==> config.mk <==
export PLATFORM = sky130hd
export DESIGN_NAME = alu_op_driver_flat
export DESIGN_NICKNAME = d
export VERILOG_FILES = /design/src/rtl/alu_op_driver_if.sv /design/src/rtl/alu_op_driver.sv /design/src/flat_wrapper.sv
export SDC_FILE = /design/constraint.sdc
export NUM_CORES = 1
export LEC_CHECK = 0
export CORE_ASPECT_RATIO = 1.1
export CORE_MARGIN = 4
export CORE_UTILIZATION = 44
export CTS_BUF_LIST = sky130_fd_sc_hd__clkbuf_8 sky130_fd_sc_hd__clkbuf_16
export DETAILED_ROUTE_END_ITERATION = 10
export PLACE_DENSITY = 0.75
export SYNTH_ARGS = -nofsm -noshare
export SYNTH_HDL_FRONTEND = slang
export SYNTH_SLANG_ARGS = --single-unit
==> constraint.sdc <==
create_clock -name clk -period 3 [get_ports clk]
set_input_delay 0.6 -clock clk [delete_from_list [all_inputs] [get_ports clk]]
set_output_delay 0.6 -clock clk [all_outputs]
set_load 0.05 [all_outputs]
==> src/rtl/alu_op_driver_if.sv <==
`default_nettype none
// ============================================================================
// Module   : alu_op_driver_if
// Desc     : Command, ALU-drive and response bundle for alu_op_driver.
//            master = driver side, slave = command source / ALU / sink side.
// Revision : 1.0 - initial release
// ============================================================================
interface alu_op_driver_if;
  // command channel
  logic       cmd_valid;
  logic       cmd_ready;
  logic [3:0] cmd_a;
  logic [3:0] cmd_b;
  logic [1:0] cmd_op;
  // ALU drive and observation
  logic [3:0] alu_a;
  logic [3:0] alu_b;
  logic [1:0] alu_op;
  logic [3:0] alu_result;
  logic       alu_carry;
  logic       alu_zero;
  // response channel
  logic       rsp_valid;
  logic       rsp_ready;
  logic [3:0] rsp_result;
  logic       rsp_carry;
  logic       rsp_zero;
  logic       rsp_mismatch;

  modport master (
    input  cmd_valid, cmd_a, cmd_b, cmd_op,
    input  alu_result, alu_carry, alu_zero,
    input  rsp_ready,
    output cmd_ready,
    output alu_a, alu_b, alu_op,
    output rsp_valid, rsp_result, rsp_carry, rsp_zero, rsp_mismatch
  );

  modport slave (
    output cmd_valid, cmd_a, cmd_b, cmd_op,
    output alu_result, alu_carry, alu_zero,
    output rsp_ready,
    input  cmd_ready,
    input  alu_a, alu_b, alu_op,
    input  rsp_valid, rsp_result, rsp_carry, rsp_zero, rsp_mismatch
  );
endinterface
`default_nettype wire

==> src/rtl/alu_op_driver.sv <==
`default_nettype none
// ============================================================================
// Module   : alu_op_driver
// Desc     : Drives a registered 4-bit ALU from a valid/ready command stream,
//            checks the ALU outputs against a golden model and returns the
//            captured result with a mismatch flag and a saturating error count.
// Optional : ALU_DRV_SELFTEST_EN enables the LFSR-driven self-test run.
// Revision : 1.0 - initial release
// ============================================================================
module alu_op_driver #(
  parameter int CNT_W        = 8,
  parameter int SELFTEST_LEN = 16
) (
  input  logic             clk,
  input  logic             rst_n,
  alu_op_driver_if.master  bus,
  input  logic             clear_count,
  output logic [CNT_W-1:0] err_count,
  input  logic             selftest_start,
  output logic             selftest_busy
);

  typedef enum logic [2:0] {
    S_IDLE    = 3'd0,
    S_EXEC    = 3'd1,
    S_CAPT    = 3'd2,
    S_RESP    = 3'd3,
    S_ST_EXEC = 3'd4,
    S_ST_CAPT = 3'd5
  } state_t;

  state_t           state_q, state_d;
  logic [3:0]       alu_a_q, alu_a_d, alu_b_q, alu_b_d;
  logic [1:0]       alu_op_q, alu_op_d;
  logic [3:0]       g_a_q, g_a_d, g_b_q, g_b_d;
  logic [1:0]       g_op_q, g_op_d;
  logic             rsp_valid_q, rsp_valid_d;
  logic [3:0]       rsp_result_q, rsp_result_d;
  logic             rsp_carry_q, rsp_carry_d;
  logic             rsp_zero_q, rsp_zero_d;
  logic             rsp_mismatch_q, rsp_mismatch_d;
  logic [CNT_W-1:0] err_q, err_d;
  logic [4:0]       gold5;
  logic             mismatch;
  logic             err_inc;

`ifdef ALU_DRV_SELFTEST_EN
  localparam int OPW = $clog2(SELFTEST_LEN + 1);
  logic [7:0]     lfsr_q, lfsr_d;
  logic [OPW-1:0] st_cnt_q, st_cnt_d;

  // Fibonacci LFSR, taps x^8+x^6+x^5+x^4+1
  function automatic logic [7:0] lfsr_step(input logic [7:0] l);
    return {l[6:0], l[7] ^ l[5] ^ l[4] ^ l[3]};
  endfunction
`else
  logic unused_selftest;
  assign unused_selftest = selftest_start ^ (SELFTEST_LEN == 0);
`endif

  // Golden model: 5-bit arithmetic so bit 4 is the carry/borrow
  always_comb begin
    gold5 = 5'd0;
    case (g_op_q)
      2'b00:   gold5 = {1'b0, g_a_q} + {1'b0, g_b_q};
      2'b01:   gold5 = {1'b0, g_a_q} - {1'b0, g_b_q};
      2'b10:   gold5 = {1'b0, g_a_q & g_b_q};
      default: gold5 = {1'b0, g_a_q | g_b_q};
    endcase
  end

  assign mismatch = (bus.alu_result != gold5[3:0]) ||
                    (bus.alu_carry  != gold5[4])   ||
                    (bus.alu_zero   != (gold5[3:0] == 4'd0));

  // Next-state, operand, response and counter logic
  always_comb begin
    state_d        = state_q;
    alu_a_d        = alu_a_q;
    alu_b_d        = alu_b_q;
    alu_op_d       = alu_op_q;
    g_a_d          = g_a_q;
    g_b_d          = g_b_q;
    g_op_d         = g_op_q;
    rsp_valid_d    = rsp_valid_q;
    rsp_result_d   = rsp_result_q;
    rsp_carry_d    = rsp_carry_q;
    rsp_zero_d     = rsp_zero_q;
    rsp_mismatch_d = rsp_mismatch_q;
    err_inc        = 1'b0;
`ifdef ALU_DRV_SELFTEST_EN
    lfsr_d         = lfsr_q;
    st_cnt_d       = st_cnt_q;
`endif
    case (state_q)
      S_IDLE: begin
`ifdef ALU_DRV_SELFTEST_EN
        // self-test wins over a simultaneous command; first op uses the seed
        if (selftest_start) begin
          alu_a_d  = 4'h5;
          alu_b_d  = 4'hA;
          alu_op_d = 2'b00;
          g_a_d    = 4'h5;
          g_b_d    = 4'hA;
          g_op_d   = 2'b00;
          lfsr_d   = lfsr_step(8'hA5);
          st_cnt_d = '0;
          state_d  = S_ST_EXEC;
        end else
`endif
        if (bus.cmd_valid) begin
          alu_a_d  = bus.cmd_a;
          alu_b_d  = bus.cmd_b;
          alu_op_d = bus.cmd_op;
          g_a_d    = bus.cmd_a;
          g_b_d    = bus.cmd_b;
          g_op_d   = bus.cmd_op;
          state_d  = S_EXEC;
        end
      end
      // ALU registers its result at the end of this cycle
      S_EXEC: state_d = S_CAPT;
      S_CAPT: begin
        rsp_result_d   = bus.alu_result;
        rsp_carry_d    = bus.alu_carry;
        rsp_zero_d     = bus.alu_zero;
        rsp_mismatch_d = mismatch;
        rsp_valid_d    = 1'b1;
        err_inc        = mismatch;
        state_d        = S_RESP;
      end
      S_RESP: begin
        if (bus.rsp_ready) begin
          rsp_valid_d = 1'b0;
          state_d     = S_IDLE;
        end
      end
`ifdef ALU_DRV_SELFTEST_EN
      S_ST_EXEC: state_d = S_ST_CAPT;
      S_ST_CAPT: begin
        err_inc  = mismatch;
        alu_a_d  = lfsr_q[3:0];
        alu_b_d  = lfsr_q[7:4];
        alu_op_d = alu_op_q + 2'd1;
        g_a_d    = lfsr_q[3:0];
        g_b_d    = lfsr_q[7:4];
        g_op_d   = alu_op_q + 2'd1;
        lfsr_d   = lfsr_step(lfsr_q);
        st_cnt_d = st_cnt_q + OPW'(1);
        state_d  = (st_cnt_q == OPW'(SELFTEST_LEN - 1)) ? S_IDLE : S_ST_EXEC;
      end
`endif
      default: state_d = S_IDLE;
    endcase

    // clear beats a same-cycle increment; the count saturates at all-ones
    if (clear_count)
      err_d = '0;
    else if (err_inc && (err_q != {CNT_W{1'b1}}))
      err_d = err_q + CNT_W'(1);
    else
      err_d = err_q;
  end

  // State and datapath registers, asynchronously cleared
  always_ff @(posedge clk or negedge rst_n) begin
    if (!rst_n) begin
      state_q        <= S_IDLE;
      alu_a_q        <= '0;
      alu_b_q        <= '0;
      alu_op_q       <= '0;
      g_a_q          <= '0;
      g_b_q          <= '0;
      g_op_q         <= '0;
      rsp_valid_q    <= 1'b0;
      rsp_result_q   <= '0;
      rsp_carry_q    <= 1'b0;
      rsp_zero_q     <= 1'b0;
      rsp_mismatch_q <= 1'b0;
      err_q          <= '0;
    end else begin
      state_q        <= state_d;
      alu_a_q        <= alu_a_d;
      alu_b_q        <= alu_b_d;
      alu_op_q       <= alu_op_d;
      g_a_q          <= g_a_d;
      g_b_q          <= g_b_d;
      g_op_q         <= g_op_d;
      rsp_valid_q    <= rsp_valid_d;
      rsp_result_q   <= rsp_result_d;
      rsp_carry_q    <= rsp_carry_d;
      rsp_zero_q     <= rsp_zero_d;
      rsp_mismatch_q <= rsp_mismatch_d;
      err_q          <= err_d;
    end
  end

`ifdef ALU_DRV_SELFTEST_EN
  // Self-test pattern generator and op counter
  always_ff @(posedge clk or negedge rst_n) begin
    if (!rst_n) begin
      lfsr_q   <= 8'hA5;
      st_cnt_q <= '0;
    end else begin
      lfsr_q   <= lfsr_d;
      st_cnt_q <= st_cnt_d;
    end
  end

  assign selftest_busy = (state_q == S_ST_EXEC) || (state_q == S_ST_CAPT);
`else
  assign selftest_busy = 1'b0;
`endif

  assign bus.cmd_ready    = (state_q == S_IDLE);
  assign bus.alu_a        = alu_a_q;
  assign bus.alu_b        = alu_b_q;
  assign bus.alu_op       = alu_op_q;
  assign bus.rsp_valid    = rsp_valid_q;
  assign bus.rsp_result   = rsp_result_q;
  assign bus.rsp_carry    = rsp_carry_q;
  assign bus.rsp_zero     = rsp_zero_q;
  assign bus.rsp_mismatch = rsp_mismatch_q;
  assign err_count        = err_q;

endmodule
`default_nettype wire

==> src/flat_wrapper.sv <==
// flat-port wrapper written by rule: the top's interface ports become plain ports
module alu_op_driver_flat 
#(
  parameter int CNT_W        = 8,
  parameter int SELFTEST_LEN = 16
)
  (clk, rst_n, clear_count, err_count, selftest_start, selftest_busy, bus_cmd_valid, bus_cmd_a, bus_cmd_b, bus_cmd_op, bus_alu_result, bus_alu_carry, bus_alu_zero, bus_rsp_ready, bus_cmd_ready, bus_alu_a, bus_alu_b, bus_alu_op, bus_rsp_valid, bus_rsp_result, bus_rsp_carry, bus_rsp_zero, bus_rsp_mismatch);
  alu_op_driver_if bus_i ();
  input  logic clk;
  input  logic rst_n;
  input  logic clear_count;
  output logic [CNT_W-1:0] err_count;
  input  logic selftest_start;
  output logic selftest_busy;
  input wire logic [$bits(bus_i.cmd_valid)-1:0] bus_cmd_valid;
  input wire logic [$bits(bus_i.cmd_a)-1:0] bus_cmd_a;
  input wire logic [$bits(bus_i.cmd_b)-1:0] bus_cmd_b;
  input wire logic [$bits(bus_i.cmd_op)-1:0] bus_cmd_op;
  input wire logic [$bits(bus_i.alu_result)-1:0] bus_alu_result;
  input wire logic [$bits(bus_i.alu_carry)-1:0] bus_alu_carry;
  input wire logic [$bits(bus_i.alu_zero)-1:0] bus_alu_zero;
  input wire logic [$bits(bus_i.rsp_ready)-1:0] bus_rsp_ready;
  output wire logic [$bits(bus_i.cmd_ready)-1:0] bus_cmd_ready;
  output wire logic [$bits(bus_i.alu_a)-1:0] bus_alu_a;
  output wire logic [$bits(bus_i.alu_b)-1:0] bus_alu_b;
  output wire logic [$bits(bus_i.alu_op)-1:0] bus_alu_op;
  output wire logic [$bits(bus_i.rsp_valid)-1:0] bus_rsp_valid;
  output wire logic [$bits(bus_i.rsp_result)-1:0] bus_rsp_result;
  output wire logic [$bits(bus_i.rsp_carry)-1:0] bus_rsp_carry;
  output wire logic [$bits(bus_i.rsp_zero)-1:0] bus_rsp_zero;
  output wire logic [$bits(bus_i.rsp_mismatch)-1:0] bus_rsp_mismatch;
  assign bus_i.cmd_valid = bus_cmd_valid;
  assign bus_i.cmd_a = bus_cmd_a;
  assign bus_i.cmd_b = bus_cmd_b;
  assign bus_i.cmd_op = bus_cmd_op;
  assign bus_i.alu_result = bus_alu_result;
  assign bus_i.alu_carry = bus_alu_carry;
  assign bus_i.alu_zero = bus_alu_zero;
  assign bus_i.rsp_ready = bus_rsp_ready;
  assign bus_cmd_ready = bus_i.cmd_ready;
  assign bus_alu_a = bus_i.alu_a;
  assign bus_alu_b = bus_i.alu_b;
  assign bus_alu_op = bus_i.alu_op;
  assign bus_rsp_valid = bus_i.rsp_valid;
  assign bus_rsp_result = bus_i.rsp_result;
  assign bus_rsp_carry = bus_i.rsp_carry;
  assign bus_rsp_zero = bus_i.rsp_zero;
  assign bus_rsp_mismatch = bus_i.rsp_mismatch;
  alu_op_driver #(.CNT_W(CNT_W), .SELFTEST_LEN(SELFTEST_LEN)) u_core (.clk(clk), .rst_n(rst_n), .bus(bus_i), .clear_count(clear_count), .err_count(err_count), .selftest_start(selftest_start), .selftest_busy(selftest_busy));
endmodule
After elaboration in Yosys (flattened, before gate mapping) --
Index checks and enable logic that the tools add are counted.
Word-level totals: register bits 29, output and inout bits 28, logic and storage cells 46
Operators by class: add/subtract/negate cells 3, eq/ne operators 11, mux-type cells 9, bitwise operators 2, reduce and logical (&&, ||, !) cells 11
Operators by type and width (number):
- $mux 8 | 2
- $pmux 5 s3 | 1
- $pmux 3 s4 | 1
- $add 8x1->8 const B | 1
- $ne 8x8->1 const B | 1
- $eq 3x2->1 const B | 2
- $mux 3 | 2
- $reduce_and 2->1 | 3
- $add 4x4->5 | 1
- $sub 4x4->5 | 1
- $and 4x4->4 | 1
- $logic_not 4->1 | 1
- $ne 2x2->1 const B | 2
- $ne 4x4->1 | 1
- $or 4x4->4 | 1
- $reduce_bool 2->1 | 2
- $eq 3x1->1 const B | 1
- $logic_not 3->1 | 1
- $eq 2x1->1 const B | 1
- $eq 2x2->1 const B | 1
- $logic_not 2->1 | 1
- $logic_or 1x1->1 | 2
- $mux 1 | 2
- $ne 1x1->1 | 2
- other kinds (2) | 2

Longest topological paths before layout --
depth after elaboration 9, gate-level depth with buffers 13, depth with buffers taken out 12

Worst setup path before layout --
OpenSTA, ideal clock, no wires.
kind register to register, start point reg, netlist name u_core.bus.alu_op[0], end point reg u_core.err_q[7] (netlist: u_core.err_count[7]), setup time 0.128 ns, data arrival time 3.443 ns, path slack -0.570 ns, stages on the path, launching flop included 11, buffers on the path 1, period minus slack after synthesis 3.570 ns, cells stage by stage dfrtp_1 -> buf_6 -> and2b_1 -> mux2i_1 -> fa_1 -> or4_1 -> o31ai_4 -> xor2_2 -> o311ai_2 -> a211oi_2 -> mux2_1
RTL lines:
- to (signal assigned) | line alu_op_driver.sv:194 | err_q <= err_d;
- to (decl) | line alu_op_driver.sv:42 | logic [CNT_W-1:0] err_q, err_d;

==> flow_summary.toml <==
[run_status]
status = "finished, violations left"
violations = "setup timing"

[timing]
final_hold_viol_count = 0
fin_crit_sh_pct = 105.4
fin_skew_ps = 3.989
setup_viol = 8
tightestPinTransition_ps = 884.2
max-slew-margin-rel_pct = 39.53
slew_violations = 0
fin_crit_ps = 3161
setup_slack_ps = -161.5
grt_setup_unrepaired = "true"
max_freq_mhz = 316.3
setup_tns_ps = -660.8

[global_route]
use_met1_pct = 20.86
grt_max_degree = 29
grtUsageTotal_pct = 16.88
first_global_vias = 1706
busiest_layer = "met2"
met2_usage_pct = 29.78
use_met3_pct = 2.614
grt_pass1_wl_um = 7562
antenna_found_initial = 0
grt-ovfl-total = 0

[setup_path]
crit_family = "simple AND/OR/NAND/NOR gates"
reg2reg_slack_ps = -160
criticalPathCategory = "reg -> reg"
arrival_ps = 3330
rr_worst_depth = 9
path_cells = "and2b_2, mux2i_4, fa_2, or4_4, o31ai_4, xor2_2, o311ai_4, a211oi_2, mux2_4"
r2r_end = "u_core.err_count[7]"
worstPathMaxFanout = 3
slowest_delay_ps = 500
rr_startpoint = "u_core.bus.alu_op[1]"
critical_path_required_ps = 3170
path_buf_inv = 0
cpMaxStageDelayCell = "or4_4"
cp-end-kind = "register"
crit_path_start_kind = "register"

[yosys]
synth.distinct_cells = 54
async_flop_share_pct = 100.0
syn-cell-area_mm2 = 0.001887
synth_area_leader_cell = "dfrtp_1"
ys.flop_type = "dfrtp_1"
ys_top_cells_by_area = "dfrtp_1 37%, mux2_2 10%, ha_1 7.3%"
synth_top_area_share_pct = 37.14
synth_seq_cells = 28
syn_inst = 181
postSynthAreaPerCell_um2 = 10.42
synth-edff-count = 0
synth_fp_nets = 215
seq_area_frac_synth_pct = 37.14
yosysWarnings = 0

[hold_path]
hp-class = "reg -> reg"
hold_path_depth = 1
min_from = "u_core.bus.rsp_zero"
min_to = "u_core.bus.rsp_zero"

[drt]
vias_per_cell = 5.485
vias = 1662
detail-route-antenna-nets = 0
drt_iter0_drc = 77
dr.pass1.iters = 4
wl_per_cell_um = 14.68
routed_wl_um = 4447
post-route-drc-count = 0

[die]
die_w_um = 70.44
dieArea_mm2 = 0.005401
start_util_pct = 46.54
ios = 50
rows = 24
core_area_mm2 = 0.004054
die-height_um = 76.68

[layout]
insertedDiodeCount = 0
final_cell_mix = "47 x clkdlybuf4s50_1, 24 x buf_4, 24 x dfrtp_1, 17 x mux2_2, 12 x inv_1"
layout_commonest_cell = "clkdlybuf4s50_1"
drive_gt1_share_pct = 33.07
stdcell_count = 303
nNetsFinal = 286
area_growth_pct = 47.48

[placement]
portBuffers = 47
dp_hpwl_um = 3291
place.gp.congestion = 0.8118
post-place-cells = 292

[clocking]
cts-htree-levels = 1
postCtsHoldBufs = 0
clock_sinks = 28
numCtsBuffers = 3
clk_latency_ps = 280
cts_tree = "yes"
clockBufferDepth = 2
cts_root_buffer = "clkbuf_8"
clk_pin_slew_ps = 100

[job]
maxCapViolations = 0
==> layout make-up <==
class / instances / area, um^2
Timing Repair Buffer: 72 / 661.9
Sequential cell: 28 / 705.7
Multi-Input combinational cell: 134 / 1246
Fill cell: 313 / 1271
Tap cell: 52 / 65.06
Clock buffer: 4 / 55.05
Inverter: 13 / 48.80
==> cells by family (layout without fill, tap and decap cells) <==
group                    Yosys count  after routing  synth area share (%)
multiplexers                      24             24                 14.19
other                              1              1                0.1987
AND/OR/NAND/NOR                   50             50                 14.46
adder cells (fa/ha/maj)           14             14                 9.483
XOR/XNOR                           7              7                 3.647
buffers and inverters             19             89                 4.841
flip-flops                        28             28                 37.14
AO/OA/AOI/OAI                     38             38                 16.05
==> worst max-delay path by stage <==
stage                         startpoint                  end  slack [ps]  depth (start not counted)
finish              u_core.bus.alu_op[1]  u_core.err_count[7]        -160                          9
global route        u_core.bus.alu_op[0]  u_core.err_count[7]        -280                         12
CTS                 u_core.bus.alu_op[1]  u_core.err_count[7]        -120                          9
detailed placement   u_core.bus.alu_b[0]  u_core.err_count[3]        -300                         12
global placement     u_core.bus.alu_b[0]  u_core.err_count[3]        -250                         12
floorplan           u_core.bus.alu_op[0]  u_core.err_count[6]        -290                         10
==> registers in the layout, summed over array words and instances (netlist names) <==
name,flops
u_core.bus.rsp_result,4
u_core.bus.alu_op,2
u_core.bus.rsp_mismatch,1
u_core.bus.alu_b,4
u_core.bus.rsp_valid,1
u_core.bus.rsp_carry,1
u_core.bus.rsp_zero,1
u_core.err_count,8
u_core.bus.alu_a,4
u_core.state_q,2
==> metal layers <==
| metal | vias to the layer above | part of all wire (%) |
|---|---|---|
| li1 | 800 | - |
| met1 | 808 | 44 |
| met2 | 48 | 51 |
| met3 | 6 | 3.8 |
| met4 | 0 | 1.2 |
| met5 | - | 0 |
==> per-stage QoR <==
step | hold slack (ps) | utilization (%) | area (um^2) | setup WS (ps)
3_5_place_dp | 496.5 | 62.62 | 2539 | -296.0
4_1_cts | 519.5 | 65.99 | 2675 | -119.9
3_3_place_gp | 488.9 | 62.62 | 2539 | -247.5
2_1_floorplan | 304.4 | - | 1911 | -292.4
6_report | 510.6 | 68.64 | 2783 | -161.5
5_1_grt | 531.6 | 68.64 | 2783 | -280.4
==> synth_stat cells (2+ instances only) <==
master and number:
a2111oi_0 3, a211oi_1 3, a21oi_1 9, a31oi_1 2, and3_1 2, buf_6 2, clkbuf_1 2, dfrtp_1 28
ha_1 11, inv_1 13, mux2_1 5, mux2_2 17, mux2i_1 2, nand2_1 5, nand3_1 8, nand4_1 2
nor2_1 13, nor2b_1 7, nor3_1 3, o211a_1 2, o21ai_0 5, xnor2_1 4, xor2_1 2
==> what timing repair did <==
action / in CTS / in global routing
endpoints found under the setup margin: 8 / 8
gates resized for setup: 11 / 17
pin swaps: 4 / 15
setup buffers: 3 / 4
Power is not shown: default switching activity piles up to over one toggle a cycle in this logic, so the estimate is an artifact.
